$ cat config.mk
export PLATFORM = sky130hd
export DESIGN_NAME = ncl_op_injector
export DESIGN_NICKNAME = d
export VERILOG_FILES = /design/src/rtl/ncl_pkg.sv /design/src/rtl/ncl_completion_sync.sv /design/src/rtl/ncl_op_injector.sv
export SDC_FILE = /design/constraint.sdc
export NUM_CORES = 1
export LEC_CHECK = 0
export ABC_AREA = 1
export CELL_PAD_IN_SITES_DETAIL_PLACEMENT = 2
export CELL_PAD_IN_SITES_GLOBAL_PLACEMENT = 2
export CORE_MARGIN = 10
export CORE_UTILIZATION = 30
export CTS_BUF_LIST = sky130_fd_sc_hd__clkbuf_4
export DETAILED_ROUTE_END_ITERATION = 8
export PLACE_DENSITY_LB_ADDON = 0.05
export SYNTH_ARGS = -nofsm -noshare
export SYNTH_HDL_FRONTEND = slang
export SYNTH_SLANG_ARGS = --single-unit
$ cat constraint.sdc
create_clock -name clk -period 1.6 [get_ports clk]
set_input_delay 0.32 -clock clk [delete_from_list [all_inputs] [get_ports clk]]
set_output_delay 0.32 -clock clk [all_outputs]
set_load 0.01 [all_outputs]
$ cat src/rtl/ncl_pkg.sv
// Shared dual-rail encoding constants, FSM state type and per-pair rail helpers
// for the NCL operand injector.
package ncl_pkg;

    localparam logic [1:0] DR_NULL = 2'b00;
    localparam logic [1:0] DR_ZERO = 2'b01;
    localparam logic [1:0] DR_ONE  = 2'b10;

    typedef enum logic [1:0] {
        IDLE,
        DATA,
        NULL_WAIT
    } state_t;

    function automatic logic [1:0] dr_encode(input logic bits);
        return bits ? DR_ONE : DR_ZERO;
    endfunction

    // True rail of a DATA pair; callers only decode words already known to be DATA.
    function automatic logic dr_decode(input logic [1:0] pairs);
        return pairs == DR_ONE;
    endfunction

    function automatic logic dr_is_data(input logic [1:0] word);
        return word[1] ^ word[0];
    endfunction

    function automatic logic dr_is_null(input logic [1:0] word);
        return word == DR_NULL;
    endfunction

    function automatic logic dr_is_illegal(input logic [1:0] word);
        return word == 2'b11;
    endfunction

endpackage

$ cat src/rtl/ncl_completion_sync.sv
// Synchronizes the dual-rail result, then flags all-DATA / all-NULL (and, with
// NCL_ILLEGAL_CHK_EN defined, persistent 11 pairs) over two consecutive samples.
module ncl_completion_sync
    import ncl_pkg::*;
#(
    parameter int PAIRS       = 5,
    parameter int SYNC_STAGES = 2
) (
    input  logic               clk,
    input  logic               rst,
    input  logic [2*PAIRS-1:0] dr_res,
    output logic               all_data,
    output logic               all_null,
    output logic               illegal,
    output logic [PAIRS-1:0]   res_bits
);

    logic [SYNC_STAGES-1:0][2*PAIRS-1:0] sync_q;
    logic [2*PAIRS-1:0]                  stab_q;
    logic [SYNC_STAGES:0]                fill_q;
    logic [2*PAIRS-1:0]                  cur;

    assign cur = sync_q[SYNC_STAGES-1];

    // NOTE: the rail flops carry no reset; fill_q qualifies them instead, so
    // stale or unknown samples can never count as complete after reset.
    always_ff @(posedge clk) begin
        sync_q <= {sync_q[SYNC_STAGES-2:0], dr_res};
        stab_q <= cur;
    end

    always_ff @(posedge clk) begin
        if (rst) fill_q <= '0;
        else     fill_q <= {fill_q[SYNC_STAGES-1:0], 1'b1};
    end

    // NOTE: every output gets a default before the loop so no latch is inferred.
    always_comb begin
        all_data = fill_q[SYNC_STAGES];
        all_null = fill_q[SYNC_STAGES];
        res_bits = '0;
        for (int i = 0; i < PAIRS; i++) begin
            all_data &= dr_is_data(cur[2*i +: 2]) & dr_is_data(stab_q[2*i +: 2]);
            all_null &= dr_is_null(cur[2*i +: 2]) & dr_is_null(stab_q[2*i +: 2]);
            res_bits[i] = dr_decode(stab_q[2*i +: 2]);
        end
    end

`ifdef NCL_ILLEGAL_CHK_EN
    always_comb begin
        illegal = 1'b0;
        for (int i = 0; i < PAIRS; i++) begin
            illegal |= dr_is_illegal(cur[2*i +: 2]) & dr_is_illegal(stab_q[2*i +: 2]);
        end
        illegal &= fill_q[SYNC_STAGES];
    end
`else
    assign illegal = 1'b0;
`endif

endmodule

$ cat src/rtl/ncl_op_injector.sv
// Clocked front end of the dual-rail NCL ALU: issues DATA/NULL wavefronts and
// captures the completed result. NCL_ILLEGAL_CHK_EN enables the sticky err flag.
module ncl_op_injector
    import ncl_pkg::*;
#(
    parameter int WIDTH       = 4,
    parameter int SYNC_STAGES = 2
) (
    input  logic                 clk,
    input  logic                 rst,
    input  logic                 in_valid,
    output logic                 in_ready,
    input  logic [WIDTH-1:0]     in_a,
    input  logic [WIDTH-1:0]     in_b,
    input  logic                 in_sub,
    output logic [2*WIDTH-1:0]   dr_a,
    output logic [2*WIDTH-1:0]   dr_b,
    output logic [1:0]           dr_sub,
    input  logic [2*WIDTH+1:0]   dr_res,
    output logic                 out_valid,
    input  logic                 out_ready,
    output logic [WIDTH-1:0]     out_res,
    output logic                 out_cout,
    output logic                 err
);

    localparam int PAIRS = WIDTH + 1;

    state_t             state, state_next;
    logic               accept, capture;
    logic               all_data, all_null, illegal;
    logic [PAIRS-1:0]   res_bits;
    logic [2*WIDTH-1:0] enc_a, enc_b;

    ncl_completion_sync #(
        .PAIRS       (PAIRS),
        .SYNC_STAGES (SYNC_STAGES)
    ) u_sync (
        .clk      (clk),
        .rst      (rst),
        .dr_res   (dr_res),
        .all_data (all_data),
        .all_null (all_null),
        .illegal  (illegal),
        .res_bits (res_bits)
    );

    always_comb begin
        enc_a = '0;
        enc_b = '0;
        for (int i = 0; i < WIDTH; i++) begin
            enc_a[2*i +: 2] = dr_encode(in_a[i]);
            enc_b[2*i +: 2] = dr_encode(in_b[i]);
        end
    end

    always_comb begin
        state_next = state;
        accept     = 1'b0;
        capture    = 1'b0;
        case (state)
            IDLE: begin
                if (in_valid) begin
                    accept     = 1'b1;
                    state_next = DATA;
                end
            end
            DATA: begin
                // A full output register that is not being popped holds the core in DATA.
                if (all_data && (!out_valid || out_ready)) begin
                    capture    = 1'b1;
                    state_next = NULL_WAIT;
                end
            end
            NULL_WAIT: begin
                if (all_null) state_next = IDLE;
            end
            default: state_next = NULL_WAIT;
        endcase
    end

    assign in_ready = (state == IDLE);

    // NOTE: sequential state uses non-blocking assignments so every flop
    // samples the pre-edge values regardless of statement order.
    always_ff @(posedge clk) begin
        if (rst) begin
            state     <= NULL_WAIT;
            dr_a      <= '0;
            dr_b      <= '0;
            dr_sub    <= '0;
            out_valid <= 1'b0;
            out_res   <= '0;
            out_cout  <= 1'b0;
        end else begin
            state <= state_next;
            if (accept) begin
                dr_a   <= enc_a;
                dr_b   <= enc_b;
                dr_sub <= dr_encode(in_sub);
            end else if (capture) begin
                dr_a   <= '0;
                dr_b   <= '0;
                dr_sub <= DR_NULL;
            end
            if (capture) begin
                out_valid <= 1'b1;
                out_res   <= res_bits[WIDTH-1:0];
                out_cout  <= res_bits[WIDTH];
            end else if (out_ready) begin
                out_valid <= 1'b0;
            end
        end
    end

`ifdef NCL_ILLEGAL_CHK_EN
    always_ff @(posedge clk) begin
        if (rst)          err <= 1'b0;
        else if (illegal) err <= 1'b1;
    end
`else
    // illegal is a constant 0 from the sync block in this build.
    assign err = illegal;
`endif

endmodule

==> run metrics, run 1 <==
leakage=1.44 nW; H-tree depth=3; Distinct cells, synth=18; clock root buffer=clkbuf_4; final period utilization=95.1%; via/cell ratio=4.25; RR Endpoint=dr_b[7]; DRT iter0 DRCs=25; Post-route DRC=0; share of the synthesized area in the top cell type=55.6%; Worst Hold Class=reg2reg; Seq/Total Area, Yosys=55.6%; R2R depth=8; core area=0.00683 sq mm; Critical Path Start=state[1]; Worst-path clk slew=0.10 ns; layout cell share with drive strength beyond 1=21.3%; GR Util All Layers=10.6%; Max VDD drop=0.460 mV; Via Count=1741; Antenna diodes=0; initial core utilization=31.1%; cts bufs inserted=9; Tmin final=1.52 ns; first-pass GRT wire length=9030 um; CP Capture Type=output pin; vias in the first global route=1883; crit path kind=reg2out; PwrDens=966 mW/mm^2; Slew Viols, Final=0; Die Y=104 um; async set-reset flop share out of synthesis=0%; antenna-violating nets left=0; die width=104 um; Clk Latency, worst-skew pair=0.42 ns; hold slack=0.333 ns; CTS max path bufs=2; Synth Register Bits=59; largest net degree at the start of global routing=22; Ports=49; Cells after Synth=246; top cells by area, synth=dfxtp_1 56%, nand2_1 10%, ha_1 8.8%, inv_1 6.5%, a21oi_1 4.5%; RSZ-0062 raised after global routing=true; Critical Path Start Type=flop; gpl congestion=0.742; Synth top cells by count=59 x dfxtp_1, 57 x nand2_1, 37 x inv_1; GRT overflow=0; endpoint of the worst hold path=u_sync.cur[6]; largest area contributor in the netlist=dfxtp_1; DPL Wire Length=4260 um; DR WL/cell=14.0 um; Area Growth Syn to Fin=43.8%; Main synth FF type=dfxtp_1; clock sink count=59; hold path depth=0; Critical Path AT=1.20 ns; DRT Wirelength=5750 um; Row Count=30; reg-to-reg startpoint=u_sync.cur[2]; worst hold start=u_sync.sync_q[6]; drt pass-1 iters=4; Crit Path Max Fanout=3; antenna violations before repair=0; synth warn=0; maxcap violations=0; count leader, synth=dfxtp_1; overall die area=0.0108 sq mm; Netlist Area Pre-Place=0.00212 sq mm; Syn Area/Cell=8.64 sq um; outcome=completed; CTS Hold Bufs=0; FMAX=0.657 GHz; PortBufs=47; final hold violation count=0; clk_skew=0.0203 ns; syn nets=284; R2R setup slack=0.11 ns; nets@finish=347; Final Core Density=44.7%; CTS tree=done; Worst EP required=1.28 ns; EDFF count, synth=0; final setup vio count=0
final cells by class:
class	instances	area (sq um)
clock inverters	7	92.6
clock buffers	9	67.6
well taps	96	120
multi-input cells	141	863
flip-flops and latches	59	1200
repair buffers	61	572
fillers	769	3780
inverters	37	139
cells in the final DEF, fill, tap and decap left out, types with 2 or more instances in the layout:
| master | instances |
|---|---|
| clkinvlp_4 | 2 |
| clkdlybuf4s50_1 | 22 |
| dfxtp_1 | 44 |
| inv_1 | 35 |
| ha_1 | 7 |
| inv_2 | 2 |
| nand2_2 | 3 |
| o21ai_0 | 10 |
| nor2_1 | 15 |
| a21oi_1 | 19 |
| dlygate4sd2_1 | 25 |
| nand2_1 | 56 |
| nor2_2 | 5 |
| buf_4 | 9 |
| dfxtp_2 | 15 |
| ha_4 | 8 |
| clkbuf_4 | 9 |
| nand3_2 | 2 |
| nand3_1 | 12 |
| bufinv_16 | 2 |
| buf_6 | 4 |
timing repair:
action	in CTS	in global routing
setup endpoints to repair	25	22
resized for setup	25	35
pin swaps	0	5
setup buffers	0	1
per-layer routing:
metal  up-vias  global-route usage (%)  share of wire (%)
met1       813                    12.0                 44
li1        881                       -                  -
met4         0                    4.47                1.1
met5         -                       0                  0
met3         6                    5.39                5.7
met2        41                    16.6                 49
registers in the layout, summed over array words and instances (netlist names):
register       cells
u_sync.cur        10
u_sync.stab_q     10
u_sync.sync_q     10
dr_a               8
dr_b               8
out_res            4
u_sync.fill_q      3
dr_sub             2
state              2
out_cout           1
out_valid          1
power breakdown:
group          switching (mW)  internal (mW)
registers              0.0163           1.52
logic                   0.101          0.110
clock network           0.581          0.627
total                   0.698           2.25
critical path, stage by stage, from the launching register on:
cell	delay [ns]
dfxtp_1	0.34
nor2_1	0.17
dlygate4sd2_1	0.30
how the worst max path moves through the flow:
stage,endpoint,depth (start not counted),slack (ns)
CTS,in_ready,2,0.03
floorplan,dr_a[1],10,0.23
finish,in_ready,2,0.08
global route,out_res[2],11,-0.07
detailed placement,dr_b[5],9,-0.06
global placement,dr_b[5],9,-0.002
stage by stage:
step	std cells	total power, mW	area, sq um	TNS [ns]	setup WS [ns]
after floorplan	246	1.64	2120	0	0.229
after global placement	393	1.73	2770	-0.00483	-0.00234
after detailed placement	393	1.74	2770	-0.522	-0.0556
after CTS	409	2.98	2900	0	0.0341
after global routing	410	3.12	3050	-0.356	-0.0701
final	410	2.95	3050	0	0.0778
cell families (layout without fill, tap and decap cells):
family	count (synthesis)	in the layout	share of synthesized area [%]
buf+inv	46	114	9.30
fa+ha+maj	15	15	8.83
simple gates	95	95	18.8
compound gates	30	30	7.24
flops	59	59	55.6
other cells	1	1	0.177
Power figures use the tool's default switching activity.
==> inputs of run 2 (changes only) <==
- CORE_ASPECT_RATIO: unset -> 1.2
==> run metrics, run 2 (synthesized netlist as in run 1, its figures left out) <==
layout cell share with drive strength beyond 1=21.7%; final instance area=0.00301 sq mm; largest net degree at the start of global routing=24; Crit Path Max Fanout=5; Top Metal Used=met4; DRT Wirelength=6250 um; DP Area=0.00274 sq mm; cts bufs inserted=9; GR Util All Layers=11.0%; Worst Hold Class=reg2reg; Area Growth Syn to Fin=41.7%; die width=96.8 um; area of the multi-input gates=856 sq um; register area=0.00120 sq mm; Tmin final=1.53 ns; Via Count=1752; endpoint of the worst hold path=u_sync.cur[3]; most common cell after layout, fill and taps aside=nand2_1; Clk Latency, worst-skew pair=0.40 ns; GRT overflow=0; Max VDD drop=0.388 mV; Die Y=112 um; nets@finish=347; DPL Wire Length=4340 um; Ports=49; hold path depth=0; CP Capture Type=flop; antenna-violating nets left=0; Slew Viols, Final=0; met3 wire length=328 um; worst hold start=u_sync.sync_q[3]; crit path kind=reg2reg; first-pass GRT wire length=9690 um; Critical Path AT=1.80 ns; clock sink count=59; leakage=1.42 nW; final period utilization=95.6%; CTS tree=done; gpl congestion=0.724; CTS Hold Bufs=0; # fillers=788; initial core utilization=31.0%; M1 WL=2440 um; outcome=completed; core area=0.00685 sq mm; Post-route DRC=0; final hold violation count=0; Antenna diodes=0; Row Count=33; Worst-path clk slew=0.10 ns; final setup vio count=0; reg-to-reg startpoint=u_sync.cur[2]; DRT iter0 DRCs=44; setup slack after layout=0.0698 ns; vias in the first global route=2044; WL met2=3380 um; antenna violations before repair=0; pre-CTS WS=-0.0438 ns; Total Neg Setup Slack=0 ns; RR Endpoint=dr_b[0]; via/cell ratio=4.38; overall die area=0.0109 sq mm; FMAX=0.654 GHz; R2R depth=8; clock root buffer=clkbuf_4; H-tree depth=3; PwrDens=975 mW/mm^2; Critical Path Start Type=flop; PortBufs=47; RSZ-0062 raised after global routing=true; R2R setup slack=0.07 ns; highest-count cells in the layout ignoring fill and taps=54 x nand2_1, 44 x dfxtp_1, 34 x inv_1; Worst EP required=1.87 ns; CTS max path bufs=2; clk_skew=0.0135 ns; drt pass-1 iters=4; maxcap violations=0; DR WL/cell=15.6 um
run 2: cell types whose count changed in the layout (fill, tap and decap cells not counted), sizes merged:
cell    previous run  this run
clkbuf             9        10
clkinv             3         1
run 2: cell type report:
class | instances | share of cell area (%)
clock inverters | 5 | 2.62
flip-flops and latches | 59 | 39.9
clock buffers | 10 | 2.49
multi-input cells | 141 | 28.4
inverters | 37 | 4.61
well taps | 87 | 3.62
repair buffers | 61 | 18.4
run 2: worst max-delay path, cell delays in order (launching register included):
cell     delay (ns)
dfxtp_2        0.34
inv_1          0.05
ha_1           0.30
nand2_1        0.07
nor3_2         0.21
nand3_2        0.14
buf_4          0.19
nand2_1        0.05
a21oi_1        0.06
run 2: how the worst max path moves through the flow:
stage                                 from  depth (start not counted)         end  slack [ns]
after detailed placement         out_ready                          9     dr_b[3]       -0.04
after global routing      u_sync.stab_q[5]                         11  out_res[0]       -0.06
after global placement           out_ready                          9     dr_b[3]      -0.002
final                        u_sync.cur[2]                          8     dr_b[0]        0.07
after floorplan           u_sync.stab_q[9]                         10     dr_a[1]        0.23
after CTS                    u_sync.cur[4]                          8  out_res[3]        0.01
run 2: repair_timing:
action / CTS / global route
resized for setup: 26 / 35
setup buffers: 0 / 0
hold endpoints to repair: 0 / 0
gates cloned: 0 / 1
endpoints found under the setup margin: 25 / 23
pin swaps: 0 / 9
run 2: through the flow:
step	total power [mW]	instances	utilization (%)	hold WS, ns
global route	3.08	400	43.9	0.321
CTS	2.94	399	41.8	0.322
detailed placement	1.74	384	40.0	0.318
finish	2.93	400	43.9	0.335
floorplan	1.64	246	-	0.310
global placement	1.73	384	40.0	0.312
run 2: where the power goes:
part	internal [mW]	total, mW	switching (mW)
registers	1.52	1.53	0.0188
logic	0.108	0.207	0.0995
clock network	0.638	1.19	0.555
run 2: per-layer routing:
metal | global-route usage (%) | vias to the layer above
met5 | 0 | -
met4 | 4.43 | 0
met3 | 4.97 | 8
met2 | 19.3 | 35
met1 | 11.1 | 829
li1 | - | 880
==> inputs of run 3 (changes only) <==
- CAP_MARGIN: unset -> 40
==> results of run 3 <==
Same layout as run 2: the final DEF is identical, and so are final timing and power.
